[src/rtl/mf8_reg_dbg.sv]
// mf8 register-file arbiter: shares the 2R/1W register file between the
// core datapath and a single-byte debug port. A debug access stalls the
// core for exactly three cycles (DRAIN, ACC, DONE). After each access a
// holdoff counter guarantees the core a minimum run of unstalled cycles
// before the next grant.
module mf8_reg_dbg #(
  parameter int unsigned MIN_CORE_CYCLES = 1
) (
  input  logic       Clk,
  input  logic       Reset,
  // core side
  input  logic       Core_Wr,
  input  logic [4:0] Core_Rd_Addr,
  input  logic [4:0] Core_Rr_Addr,
  input  logic [7:0] Core_Data_In,
  output logic       Core_Stall,
  // debug side
  input  logic       Dbg_Req,
  input  logic       Dbg_We,
  input  logic [4:0] Dbg_Addr,
  input  logic [7:0] Dbg_WData,
  output logic       Dbg_Ack,
  output logic [7:0] Dbg_RData,
  // register file side
  output logic       RF_Wr,
  output logic [4:0] RF_Rd_Addr,
  output logic [4:0] RF_Rr_Addr,
  output logic [7:0] RF_Data_In,
  input  logic [7:0] RF_Rd_Data
);

  // Reject illegal holdoff lengths at elaboration time.
  generate
    if (MIN_CORE_CYCLES < 1 || MIN_CORE_CYCLES > 15) begin : g_bad_min_core_cycles
      $error("mf8_reg_dbg: MIN_CORE_CYCLES must be in 1..15");
    end
  endgenerate

  localparam logic [3:0] HOLDOFF_LOAD = 4'(MIN_CORE_CYCLES);

  // HOLD is not a separate encoding: it is IDLE with a nonzero holdoff.
  typedef enum logic [1:0] {
    IDLE  = 2'd0,
    DRAIN = 2'd1,
    ACC   = 2'd2,
    DONE  = 2'd3
  } state_t;

  state_t     state_reg, state_next;
  logic [3:0] holdoff_reg, holdoff_next;
  logic [7:0] rdata_reg;
  logic       grant;

  // The IDLE cycle that grants a request still runs the core, so it counts
  // as one of the guaranteed core cycles: a grant is allowed once this
  // cycle's decrement brings the counter to zero.
  assign grant = (state_reg == IDLE) && Dbg_Req && (holdoff_reg <= 4'd1);

  // State and holdoff registers.
  always_ff @(posedge Clk or posedge Reset) begin
    if (Reset) begin
      state_reg   <= IDLE;
      holdoff_reg <= 4'd0;
    end else begin
      state_reg   <= state_next;
      holdoff_reg <= holdoff_next;
    end
  end

  // Next-state and holdoff counter logic.
  always_comb begin
    state_next   = state_reg;
    holdoff_next = holdoff_reg;
    case (state_reg)
      IDLE: begin
        if (holdoff_reg != 4'd0) holdoff_next = holdoff_reg - 4'd1;
        if (grant) state_next = DRAIN;
      end
      DRAIN: state_next = ACC;
      ACC:   state_next = DONE;
      DONE: begin
        holdoff_next = HOLDOFF_LOAD;
        state_next   = IDLE;
      end
      default: state_next = IDLE;
    endcase
  end

  // Register-file port muxing by state.
  always_comb begin
    RF_Wr      = Core_Wr;
    RF_Rd_Addr = Core_Rd_Addr;
    RF_Data_In = Core_Data_In;
    case (state_reg)
      // Finish the core write whose address went out in the last IDLE
      // cycle, while pointing the read/write-address latch at the target.
      DRAIN: begin
        RF_Rd_Addr = Dbg_Addr;
      end
      ACC: begin
        RF_Wr      = Dbg_We;
        RF_Rd_Addr = Dbg_Addr;
        RF_Data_In = Dbg_WData;
      end
      // Re-prime the core read and the write-address latch.
      DONE: begin
        RF_Wr = 1'b0;
      end
      default: ;
    endcase
  end

  // Capture debug read data at the end of ACC; held until the next read.
  always_ff @(posedge Clk or posedge Reset) begin
    if (Reset) begin
      rdata_reg <= 8'h00;
    end else if (state_reg == ACC && !Dbg_We) begin
      rdata_reg <= RF_Rd_Data;
    end
  end

  assign Core_Stall = (state_reg != IDLE);
  assign Dbg_Ack    = (state_reg == DONE);
  assign Dbg_RData  = rdata_reg;
  assign RF_Rr_Addr = Core_Rr_Addr;

endmodule

[config.mk]
export PLATFORM = sky130hd
export DESIGN_NAME = mf8_reg_dbg
export DESIGN_NICKNAME = d
export VERILOG_FILES = /design/src/rtl/mf8_reg_dbg.sv
export SDC_FILE = /design/constraint.sdc
export NUM_CORES = 1
export LEC_CHECK = 0
export BUFFER_PORTS_ARGS = -buffer_cell sky130_fd_sc_hd__buf_2
export CAP_MARGIN = 5
export CORE_ASPECT_RATIO = 1.4
export CORE_MARGIN = 5
export CORE_UTILIZATION = 35
export CTS_CLUSTER_DIAMETER = 30
export DETAILED_ROUTE_END_ITERATION = 10
export PLACE_DENSITY = 0.76
export SLEW_MARGIN = 20
export SYNTH_ARGS = -nofsm -noshare
export SYNTH_HDL_FRONTEND = slang
export SYNTH_SLANG_ARGS = --single-unit
[constraint.sdc]
create_clock -name Clk -period 1.5 [get_ports Clk]
set_clock_uncertainty 0.1 [all_clocks]
set_input_delay 0.15 -clock Clk [delete_from_list [all_inputs] [get_ports Clk]]
set_output_delay 0.15 -clock Clk [all_outputs]
set_load 0.005 [all_outputs]
==> impl_metrics.ini <==
[run_status]
status = finished, violations left
violations = setup timing

[worst_setup_path]
reg2reg_depth = 5
endpoint = RF_Rd_Addr[4]
critPathLaunchType = register
critPathMaxStageDelay_ns = 0.43
setup.worst_path.class = register to output pin
arrival_ns = 1.54
startpoint = state_reg[1]
cp_slowest_cell = dfrtp_2
cp.required_ns = 1.25
r2r_slack_ns = -0.17
r2r-start = holdoff_reg[0]
cp_cell_sequence = inv_2 > ha_4 > mux2_4 > buf_6
reg2reg_to = state_reg[1]
endpoint_kind = output pin
cp_max_fo = 6

[die]
dieArea_um2 = 3759
core_um2 = 2560
die_h_um = 70.57
ios = 73
die_w_um = 53.27
rows = 22
start_util_pct = 35.83

[placed_design]
placed_cells = 181
dpl_cell_area_um2 = 1311
place_congestion = 0.7736
dpl_worst_slack_ns = -0.1028
hpwl_mm = 2.038
io_buffers = 62

[clock_tree]
cts-root-buf = clkbuf_4
cts_tree = done
htree_levels = 1
cts_buffers = 3
insertion_delay_ns = 0.28
clock_sinks = 14
clockBufferDepth = 2
path_clk_slew_ns = 0.09

[logic_synthesis]
synth_seq_cells = 14
synth_top_area_share_pct = 38.20
syn_area_um2 = 917.1
synth_edf_count = 0
synthFlopType = dfrtp_1
synth.avg_cell_area_um2 = 11.61
yosys-top-cells-area = dfrtp_1 (38%), mux2_2 (26%), ha_1 (8.2%)
synthSimpleGateAreaFrac_pct = 8.186
synth.most_common_cell = mux2_2
yosysSeqAreaShare_pct = 38.20
synth_top_family_by_area = multiplexers
synth_async_sr_flop_share_pct = 100.0
synth_mux_area_share_pct = 29.60
synthTopCellsByCount = mux2_2 (21), dfrtp_1 (14), inv_1 (7), ha_1 (6)
netlist_instances = 79
synthAdderAreaFrac_pct = 8.186
synth_nets = 129
synthDistinctLibCells = 23
synth_top_area_cell = dfrtp_1
synth_xor_xnor_area_share_pct = 0
synth-compound-area-share_pct = 7.367
yosysWarnings = 0

[finish]
fin_area_um2 = 1790
drive_gt1_share_pct = 78.18
fill_cells = 194
diodes = 0
seqCellArea_um2 = 352.8
largest_register_ffs = 8
area_growth_syn_to_layout_pct = 95.23
fin_cells = 201
finalNetCount = 216
multiInputGateArea_um2 = 686.9

[flow_run]
maxCapViolCount = 0

[sta]
setup_viol = 26
fmax_mhz = 558.1
drv_slew = 0
slew_headroom_pct = 63.81
postLayoutSetupSlackWorst_ns = -0.2917
min_period_over_period_pct = 119.4
min_period_ns = 1.792
rsz0062_at_grt = true
tightestPinTransition_ns = 0.5422
hold_violations = 0
finalHoldWorstSlack_ns = 0.008411

[drt]
dr.pass1.iters = 2
wl_met2_mm = 1.697
top_layer = met4
drc = 0
wl_per_cell_um = 15.11
route.met3.wl_um = 330
drt_iter0_drc = 12
wl_met1_um = 961
routed-via-count = 933
ant_nets = 0
via_per_inst = 4.642
routed_wl_mm = 3.037

[power]
max-vdd-ir-drop_v = 0.001144
design_power_total_mw = 3.732
power_density_nw_per_um2 = 2084
leakagePower_nw = 0.9255

[global_route]
grt_pass1_vias = 1089
grt_max_degree = 15
grt_usage_pct = 16.42
antenna_found_initial = 0
grt-ovfl-total = 0
grt_pass1_wl_mm = 4.567

[worst_hold_path]
min_path_type = input pin to register
-- how the worst min path moves through the flow --
stage,start,endpoint,slack (ns),depth (start not counted)
after global placement,Reset,Dbg_RData[0],0.11,2
after global routing,RF_Rd_Data[3],Dbg_RData[3],0.0001,2
after floorplan,Reset,Dbg_RData[0],-0.06,1
final,RF_Rd_Data[3],Dbg_RData[3],0.008,2
after CTS,RF_Rd_Data[2],Dbg_RData[2],0.001,2
after detailed placement,Reset,Dbg_RData[0],0.12,2
-- metrics by stage --
stage,utilization (%),TNS [ns]
final,69.94,-4.771
after global routing,69.94,-6.234
after CTS,64.71,-4.103
after detailed placement,51.22,-1.759
after global placement,51.22,-0.8811
after floorplan,-,-0.03904
-- repair_timing --
action	4_1_cts	5_1_grt
hold endpoints to repair	19	0
hold buffers	6	0
gates resized for setup	48	23
cloned	1	0
pin swaps	2	11
setup endpoints to repair	26	29
buffers inserted	6	5
-- per-layer routing --
layer | track usage [%] | vias up
met1 | 13.91 | 430
met3 | 6.316 | 4
met2 | 31.92 | 58
met5 | 0 | -
li1 | - | 441
met4 | 6.250 | 0
-- power by group --
group	total [mW]	internal (mW)	switching, mW	leakage (nW)
sequential	0.730	0.567	0.163	0.168
combinational	2.73	1.73	0.996	0.737
clock	0.271	0.148	0.124	0.0210
-- placed cells by master, fill, tap and decap left out, types with 2 or more instances in the layout --
master | Yosys | routed
buf_2 | 2 | 49
buf_4 | 5 | 16
buf_6 | 0 | 18
clkbuf_4 | 0 | 3
dfrtp_1 | 14 | 12
dfrtp_2 | 0 | 2
dlygate4sd3_1 | 0 | 6
ha_4 | 0 | 4
inv_1 | 7 | 3
inv_2 | 0 | 4
mux2_4 | 1 | 22
mux2i_1 | 2 | 2
nor2_1 | 5 | 4
o21ai_1 | 0 | 2
-- cell families after synthesis --
| logic type | count (synthesis) |
|---|---|
| fa+ha+maj | 6 |
| compound gates | 7 |
| mux | 24 |
| flops | 14 |
| buf+inv | 15 |
| simple gates | 13 |
-- critical path: cells and delay by family, from the launching register on --
| family | cells | cell delay, ns |
|---|---|---|
| buffers and inverters | 2 | 0.19 |
| adder cells (fa/ha/maj) | 1 | 0.32 |
| flip-flops | 1 | 0.43 |
| multiplexers | 1 | 0.32 |
-- layout make-up --
type                    instances  area share (%)
clock buffers                   4           2.027
inverters                       7           1.468
multi-input cells              50           38.36
flip-flops and latches         14           19.71
well taps                      36           2.516
repair buffers                 90           35.92
(Power assumes the default switching activity.)
